`config.mk`:
```
export PLATFORM = sky130hd
export DESIGN_NAME = float_add_pipe_flat
export DESIGN_NICKNAME = d
export VERILOG_FILES = /design/src/rtl/float_add_pipe_if.sv /design/src/rtl/float_add_pipe.sv /design/src/flat_wrapper.sv
export SDC_FILE = /design/constraint.sdc
export NUM_CORES = 1
export LEC_CHECK = 0
export CORE_UTILIZATION = 56
export CTS_CLUSTER_SIZE = 20
export DETAILED_ROUTE_END_ITERATION = 8
export GPL_TIMING_DRIVEN = 0
export PLACE_DENSITY = 0.78
export RECOVER_POWER = 25
export SYNTH_ARGS = -nofsm -noshare
export SYNTH_HDL_FRONTEND = slang
export SYNTH_SLANG_ARGS = --single-unit
```
`constraint.sdc`:
```
create_clock -name clk -period 16.35 [get_ports clk]
set_input_delay 4.905 -clock clk [delete_from_list [all_inputs] [get_ports clk]]
set_output_delay 4.905 -clock clk [all_outputs]
set_load 0.005 [all_outputs]
```
`src/rtl/float_add_pipe_if.sv`:
```
// Operand/result bundle for float_add_pipe: valid/ready on both sides.
// Latency: n/a (wiring only).
// Backpressure: in_ready from the adder; out_ready from the consumer.
interface float_add_pipe_if #(
  parameter int EXP_W = 8,
  parameter int MAN_W = 23
);
  localparam int W = 1 + EXP_W + MAN_W;

  logic         in_valid;
  logic         in_ready;
  logic [W-1:0] a;
  logic [W-1:0] b;
  logic         sub;
  logic         out_valid;
  logic         out_ready;
  logic [W-1:0] sum;
  logic [2:0]   flags;

  modport master (
    output in_valid, a, b, sub, out_ready,
    input  in_ready, out_valid, sum, flags
  );

  modport slave (
    input  in_valid, a, b, sub, out_ready,
    output in_ready, out_valid, sum, flags
  );
endinterface

```
`src/rtl/float_add_pipe.sv`:
```
// Pipelined float add/sub: align, add, normalise, round/pack; flush-to-zero, canonical NaN.
// Latency: operands accepted at edge N appear on sum/out_valid after edge N+3; 1 op/cycle.
// Backpressure: out_valid && !out_ready freezes every stage; in_ready = !stall. Macro FLOAT_ADD_RNE_EN selects RNE (else truncate).
module float_add_pipe #(
  parameter int EXP_W = 8,
  parameter int MAN_W = 23
) (
  input logic             clk,
  input logic             rst,
  float_add_pipe_if.slave io
);
  localparam int W   = 1 + EXP_W + MAN_W;
  localparam int SW  = MAN_W + 4;  // hidden + mantissa + guard, round, sticky
  localparam int LZW = $clog2(SW + 1);
  localparam int XW  = ((EXP_W > LZW) ? EXP_W : LZW) + 2;  // signed exponent headroom
  localparam logic [EXP_W-1:0] EXP_ONES = '1;
  localparam logic [W-1:0]     QNAN     = {1'b0, EXP_ONES, 1'b1, {(MAN_W-1){1'b0}}};

  logic s1_vld, s2_vld, s3_vld, out_vld;
  logic [W-1:0] sum_q;
  logic [2:0]   flags_q;
  logic stall;

  assign stall        = out_vld && !io.out_ready;
  assign io.in_ready  = !stall;
  assign io.out_valid = out_vld;
  assign io.sum       = sum_q;
  assign io.flags     = flags_q;

  // ---------------- stage 1: classify, swap, align ----------------
  logic a_s, b_s;
  logic [EXP_W-1:0] a_e, b_e;
  logic [MAN_W-1:0] a_m, b_m;
  logic a_nan, b_nan, a_inf, b_inf, a_zero, b_zero;

  assign a_s    = io.a[W-1];
  assign a_e    = io.a[W-2:MAN_W];
  assign a_m    = io.a[MAN_W-1:0];
  assign b_s    = io.b[W-1] ^ io.sub;  // effective sign of b
  assign b_e    = io.b[W-2:MAN_W];
  assign b_m    = io.b[MAN_W-1:0];
  assign a_nan  = (a_e == EXP_ONES) && (a_m != '0);
  assign b_nan  = (b_e == EXP_ONES) && (b_m != '0);
  assign a_inf  = (a_e == EXP_ONES) && (a_m == '0);
  assign b_inf  = (b_e == EXP_ONES) && (b_m == '0);
  assign a_zero = (a_e == '0);
  assign b_zero = (b_e == '0);

  logic         sp_d, sp_inv_d;
  logic [W-1:0] sp_res_d;

  // Special-operand result; these bypass the arithmetic path entirely
  always_comb begin
    sp_d     = 1'b1;
    sp_inv_d = 1'b0;
    sp_res_d = '0;
    if (a_nan || b_nan || (a_inf && b_inf && (a_s != b_s))) begin
      sp_res_d = QNAN;
      sp_inv_d = 1'b1;
    end else if (a_inf)            sp_res_d = {a_s, EXP_ONES, {MAN_W{1'b0}}};
    else if (b_inf)                sp_res_d = {b_s, EXP_ONES, {MAN_W{1'b0}}};
    else if (a_zero && b_zero)     sp_res_d = {a_s & b_s, {(W-1){1'b0}}};
    else if (a_zero)               sp_res_d = {b_s, b_e, b_m};
    else if (b_zero)               sp_res_d = io.a;
    else                           sp_d = 1'b0;
  end

  logic             a_big, l_s;
  logic [EXP_W-1:0] l_e, s_e, d;
  logic [MAN_W-1:0] l_m, s_m;
  logic [SW-1:0]    s_ext, s_shf, s_al;

  assign a_big = {a_e, a_m} >= {b_e, b_m};

  // Put the larger magnitude in L and shift the smaller significand right with sticky
  always_comb begin
    l_s   = a_big ? a_s : b_s;
    l_e   = a_big ? a_e : b_e;
    l_m   = a_big ? a_m : b_m;
    s_e   = a_big ? b_e : a_e;
    s_m   = a_big ? b_m : a_m;
    d     = l_e - s_e;
    s_ext = {1'b1, s_m, 3'b000};
    s_shf = s_ext >> d;
    if (32'(d) >= SW - 1) s_al = SW'(1);
    else s_al = {s_shf[SW-1:1], s_shf[0] | (|(s_ext & ~({SW{1'b1}} << d)))};
  end

  logic             s1_sp, s1_inv, s1_sign, s1_sub;
  logic [W-1:0]     s1_res;
  logic [EXP_W-1:0] s1_exp;
  logic [MAN_W:0]   s1_lsig;
  logic [SW-1:0]    s1_ssig;

  // ---------------- stage 2: significand add/subtract ----------------
  logic [SW:0] add_d;
  assign add_d = s1_sub ? ({1'b0, s1_lsig, 3'b000} - {1'b0, s1_ssig})
                        : ({1'b0, s1_lsig, 3'b000} + {1'b0, s1_ssig});

  logic             s2_sp, s2_inv, s2_sign;
  logic [W-1:0]     s2_res;
  logic [EXP_W-1:0] s2_exp;
  logic [SW:0]      s2_sig;

  // ---------------- stage 3: normalise ----------------
  logic [LZW-1:0] lzc;
  logic           found;
  logic [SW-1:0]  nrm_d;
  logic [XW-1:0]  exp_d;

  // Leading-zero count, then right-shift on carry-out or left-shift by lzc
  always_comb begin
    lzc   = '0;
    found = 1'b0;
    for (int i = SW - 1; i >= 0; i--) begin
      if (!found) begin
        if (s2_sig[i]) found = 1'b1;
        else lzc = lzc + LZW'(1);
      end
    end
    if (s2_sig[SW]) begin
      nrm_d = {s2_sig[SW:2], s2_sig[1] | s2_sig[0]};
      exp_d = XW'(s2_exp) + XW'(1);
    end else begin
      nrm_d = s2_sig[SW-1:0] << lzc;
      exp_d = XW'(s2_exp) - XW'(lzc);
    end
  end

  logic             s3_sp, s3_inv, s3_sign, s3_zero;
  logic [W-1:0]     s3_res;
  logic [XW-1:0]    s3_exp;
  logic [SW-1:0]    s3_nrm;

  // ---------------- output: round and pack ----------------
  logic             g, r, st, inc, inexact;
  logic [MAN_W-1:0] man;
  logic [MAN_W:0]   man_r;
  logic [XW-1:0]    exp_r;
  logic [W-1:0]     sum_d;
  logic [2:0]       flags_d;

  assign man     = s3_nrm[SW-2:3];
  assign g       = s3_nrm[2];
  assign r       = s3_nrm[1];
  assign st      = s3_nrm[0];
  assign inexact = g | r | st;
`ifdef FLOAT_ADD_RNE_EN
  assign inc = g & (r | st | man[0]);
`else
  assign inc = 1'b0;
`endif
  assign man_r = {1'b0, man} + {{MAN_W{1'b0}}, inc};
  assign exp_r = s3_exp + XW'(man_r[MAN_W]);

  // Final result selection: special, exact zero, underflow, overflow, normal
  always_comb begin
    sum_d   = '0;
    flags_d = '0;
    if (s3_sp) begin
      sum_d   = s3_res;
      flags_d = {s3_inv, 2'b00};
    end else if (s3_zero) begin
      sum_d = '0;
    end else if (s3_exp[XW-1] || (s3_exp == '0)) begin
      sum_d   = {s3_sign, {(W-1){1'b0}}};
      flags_d = 3'b001;
    end else if (exp_r >= XW'(EXP_ONES)) begin
      sum_d   = {s3_sign, EXP_ONES, {MAN_W{1'b0}}};
      flags_d = 3'b011;
    end else begin
      sum_d   = {s3_sign, exp_r[EXP_W-1:0], man_r[MAN_W-1:0]};
      flags_d = {2'b00, inexact};
    end
  end

  // Valid bits and output registers advance together unless the output is stalled
  always_ff @(posedge clk or posedge rst) begin
    if (rst) begin
      s1_vld  <= 1'b0;
      s2_vld  <= 1'b0;
      s3_vld  <= 1'b0;
      out_vld <= 1'b0;
      sum_q   <= '0;
      flags_q <= '0;
    end else if (!stall) begin
      s1_vld  <= io.in_valid;
      s2_vld  <= s1_vld;
      s3_vld  <= s2_vld;
      out_vld <= s3_vld;
      if (s3_vld) begin
        sum_q   <= sum_d;
        flags_q <= flags_d;
      end
    end
  end

  // Stage data registers; contents are only meaningful under the matching valid bit
  always_ff @(posedge clk) begin
    if (!stall) begin
      s1_sp   <= sp_d;
      s1_inv  <= sp_inv_d;
      s1_res  <= sp_res_d;
      s1_sign <= l_s;
      s1_sub  <= a_s ^ b_s;
      s1_exp  <= l_e;
      s1_lsig <= {1'b1, l_m};
      s1_ssig <= s_al;
      s2_sp   <= s1_sp;
      s2_inv  <= s1_inv;
      s2_res  <= s1_res;
      s2_sign <= s1_sign;
      s2_exp  <= s1_exp;
      s2_sig  <= add_d;
      s3_sp   <= s2_sp;
      s3_inv  <= s2_inv;
      s3_res  <= s2_res;
      s3_sign <= s2_sign;
      s3_zero <= (s2_sig == '0);  // exact cancellation yields +0
      s3_exp  <= exp_d;
      s3_nrm  <= nrm_d;
    end
  end
endmodule

```
`src/flat_wrapper.sv`:
```
// flat-port wrapper written by rule: the top's interface ports become plain ports
module float_add_pipe_flat 
#(
  parameter int EXP_W = 8,
  parameter int MAN_W = 23
)
  (clk, rst, io_in_valid, io_a, io_b, io_sub, io_out_ready, io_in_ready, io_out_valid, io_sum, io_flags);
  float_add_pipe_if #(.EXP_W(EXP_W), .MAN_W(MAN_W)) io_i ();
  input logic clk;
  input logic rst;
  input wire logic [$bits(io_i.in_valid)-1:0] io_in_valid;
  input wire logic [$bits(io_i.a)-1:0] io_a;
  input wire logic [$bits(io_i.b)-1:0] io_b;
  input wire logic [$bits(io_i.sub)-1:0] io_sub;
  input wire logic [$bits(io_i.out_ready)-1:0] io_out_ready;
  output wire logic [$bits(io_i.in_ready)-1:0] io_in_ready;
  output wire logic [$bits(io_i.out_valid)-1:0] io_out_valid;
  output wire logic [$bits(io_i.sum)-1:0] io_sum;
  output wire logic [$bits(io_i.flags)-1:0] io_flags;
  assign io_i.in_valid = io_in_valid;
  assign io_i.a = io_a;
  assign io_i.b = io_b;
  assign io_i.sub = io_sub;
  assign io_i.out_ready = io_out_ready;
  assign io_in_ready = io_i.in_ready;
  assign io_out_valid = io_i.out_valid;
  assign io_sum = io_i.sum;
  assign io_flags = io_i.flags;
  float_add_pipe #(.EXP_W(EXP_W), .MAN_W(MAN_W)) u_core (.clk(clk), .rst(rst), .io(io_i));
endmodule
```
==> summary.md <==
| Metric | Value |
|---|---|
| Final cell utilization of the core | `0.6417` |
| R2R Setup Slk | `1.29 ns` |
| Maximum number of pins on one net before global-route repair | `135` |
| Filler cell count in the final layout | `2901` |
| Max clock buf depth | `3` |
| Setup total negative slack | `0 ns` |
| Aggregate global routing overflow | `0` |
| Number of antenna repair diodes | `0` |
| Global-route wire length before repair | `89690 microns` |
| Detail-routed via count per cell | `6.222` |
| Total of max-cap violations | `0` |
| Post-layout nets | `2462` |
| Slew @ Worst Pin | `1.366 ns` |
| Data required time of the worst path | `16.64 ns` |
| Metal-1 WL | `24550 microns` |
| Post-DRT Antenna Nets | `0` |
| Number of standard cells in the layout, taps in and fillers out | `2756` |
| Setup fix buffers added after clock tree synthesis | `0` |
| Number of CTS-inserted buffers | `25` |
| Highest-delay cell along the critical path | `or4_1` |
| Routed wire length per instance | `21.27 microns` |
| Count of different cell masters after synthesis | `105` |
| Power per standard cell area | `172.6 nW/um^2` |
| Yosys warns | `0` |
| Worst-Skew Late Latency | `0.54 ns` |
| Met2 routed wirelength | `28050 microns` |
| Share of layout cells above drive strength 1 | `0.05693` |
| Reported leakage power | `8.850 nW` |
| CTS Sinks | `276` |
| Placed cell areas | `21600 sq um` |
| Total die area | `36320 sq um` |
| Clk slew on worst S/H paths | `0.06 ns` |
| Number of storage elements in the synthesis netlist | `276` |
| Max-slew violation count | `0` |
| Count of flip-flops with a built-in enable after synthesis | `237` |
| Rel. slew slack | `0.07490` |
| Highest layer used for signal routing | `met4` |
| Buffers added on ports | `105` |
| Post-synth design cell area | `19910 sq um` |
| Routed wire length on met3 | `3275 microns` |
| Via count | `17149` |
| Num ports | `106` |
| Pre-Repair DR Iteration Count | `6` |
| Hold Crit Class | `reg2reg` |
| Number of antenna violations at the first check in global routing | `0` |
| Skew final | `0.02858 ns` |
| Via count of the first global-routing pass | `16207` |
| Effective utilization at floorplan | `0.5723` |
| Final critical-path required period | `15.06 ns` |
| Cell count after placement | `2710` |
| Clock H-tree levels | `1` |
| Clk Tree Root Cell | `clkbuf_16` |
| Asr flop ratio synth | `0.1413` |
| Area of the core region | `34800 sq um` |
| Worst vdd rail ir drop | `0.1724 mV` |
| Floorplan die width | `190.6 microns` |
| Post-route cell area | `22330 sq um` |
| Final Setup Violations | `0` |
| Worst setup SP type | `flop` |
| Top_reg_cell synth | `edfxtp_1` |
| Detailed placement HPWL | `45910 microns` |
| Total number of placement rows | `68` |
| Library cell with the largest summed area after synthesis | `edfxtp_1` |
| RSZ-0062 raised after global routing | `no` |
| Aggregate global-route resource usage | `0.3199` |
| Placer's final routability congestion estimate | `1.003` |
| Top cell by count, worst path | `ha_1` |
| Most common cell after layout, fill and taps aside | `edfxtp_1` |
| Result of the run | `completed` |
| Post-detailed-route DRC marker count | `0` |
| Most frequent cells in the layout | `edfxtp_1, nor2_1, nand2_1` |
| Layout overhead on the synthesized area | `12.13%` |
| Peak per-stage delay on the critical path | `0.57 ns` |
| Post-Syn Instances | `2148` |
| Leading post-synthesis cells by cell area | `edfxtp_1, ha_1, mux2i_1` |
| Post-Syn Area per Cell | `9.271 sq um` |
| Critical Path End Type | `flop` |
| Net count of the mapped netlist | `2328` |
| Drt total wl | `58630 microns` |
| Maximum fanout encountered on the critical timing path | `10` |
| Max Fclk | `66.39 MHz` |
| Type of the setup path with the least slack | `reg2reg` |
| CTS tree | `done` |
| Die Y | `190.6 microns` |
| Count of endpoints failing hold in the final timing report | `0` |
| Number of design-rule violations left by the first detailed-router iteration | `1487` |
| Period Utilization, post-route | `0.9213` |
| Sequential share of the synthesized area | `0.4064` |
| Worst path arrival time | `15.35 ns` |
| Area share of the largest cell type after synthesis | `0.3574` |
## worst paths after layout
| kind | startpoint | cells past startpoint | end |
|---|---|---|---|
| max in group asynchronous | rst | 3 | u_core.io.sum[16]$_DFFE_PP0P_ |
| min in group asynchronous | rst | 2 | u_core.io.sum[23]$_DFFE_PP0P_ |
| min reg2reg | u_core.s1_res[18]$_SDFFCE_PP0N_ | 0 | u_core.s2_res[18]$_DFFE_PN_ |
| max reg2reg | u_core.s2_sig[25]$_DFFE_PN_ | 70 | u_core.s3_exp[7]$_DFFE_PN_ |
| max | u_core.s2_sig[25]$_DFFE_PN_ | 70 | u_core.s3_exp[7]$_DFFE_PN_ |
| min | u_core.s1_res[18]$_SDFFCE_PP0N_ | 0 | u_core.s2_res[18]$_DFFE_PN_ |
## metal layers
layer / global-route usage / vias to the layer above
li1: - / 8129
met3: 0.02227 / 139
met1: 0.4146 / 8152
met2: 0.5481 / 729
met4: 0.1440 / 0
met5: 0 / -
## sequential cells by signal, summed over array words and instances (netlist names), 3 cells and up
register and count:
u_core.io.flags 3, u_core.s1_res 32, u_core.s1_ssig 27, u_core.s1_lsig 23, u_core.s2_res 32, u_core.s3_nrm 26
u_core.io.sum 32, u_core.s2_exp 8, u_core.s1_exp 8, u_core.s2_sig 28, u_core.s3_exp 10, u_core.s3_res 32
## repair_timing
item                                    4_1_cts  5_1_grt
gates resized for setup                       0        2
endpoints found under the setup margin        0        1
hold buffers                                  0        0
## cell type report
cell class                      instances  area, sq um  share of cell area
Clock buffer                           38        694.4             0.03110
Inverter                              120        455.4             0.02040
Buffer                                113        475.5             0.02129
Multi-Input combinational cell       1639        10900              0.4882
Timing Repair Buffer                  107         1082             0.04847
Clock inverter                          8        58.81            0.002633
Sequential cell                       276         8093              0.3624
Tap cell                              455        569.3             0.02549
## through the flow
step	power, mW	hold WS, ns	worst slack (ns)
global placement	3.253	0.4034	1.079
CTS	3.824	0.4055	1.382
global route	4.094	0.4134	0.2264
finish	3.854	0.4021	1.287
detailed placement	3.273	0.4045	1.574
floorplan	2.650	0.4003	3.406
## synth_stat cells, types with 6 or more instances
cell,n
a2bb2oi_1,6
o21ai_1,8
nor3_1,51
buf_2,11
nor2_1,224
nand2_1,223
nand4_1,17
nand2b_1,28
buf_1,15
xor2_1,20
inv_1,114
o211ai_1,17
o21ai_0,174
o32ai_1,7
or4_1,7
a221oi_1,6
mux2_2,25
dfrtp_1,39
a211oi_1,15
or3_1,12
mux2i_1,118
edfxtp_1,237
nor4_1,24
a22o_1,8
and3_1,12
nor2b_1,24
a21o_1,26
a31oi_1,17
a22oi_1,30
o21bai_1,15
a21boi_0,6
o21a_1,11
nand3_1,41
and2_1,9
a21oi_1,154
clkbuf_1,83
nand3b_1,7
or2_2,7
xnor2_1,55
ha_1,109
o31ai_1,13
## logic make-up after synthesis
family,share of synthesized area
xor+xnor,0.04335
mux,0.07979
compound gates,0.1815
fa+ha+maj,0.07301
simple gates,0.1698
buf+inv,0.04618
flops,0.4064
## power by group
group	total (mW)	switching (mW)	leakage, nW	internal [mW]
combinational	2.04	1.26	5.52	0.772
sequential	1.28	0.163	2.97	1.12
clock	0.537	0.242	0.366	0.295
## worst max-delay path: cells and delay by family, from the launching register on
kind                       cells  cell delay [ns]
AOI/OAI and AO/OA             24             4.08
xor gates and xnor gates       4             0.95
adders and majority gates     14             4.12
buffers and inverters          3             1.00
DFF                            1             0.52
muxes                          5             0.97
and+or+nand+nor               20             3.21
Power figures use the tool's default switching activity.
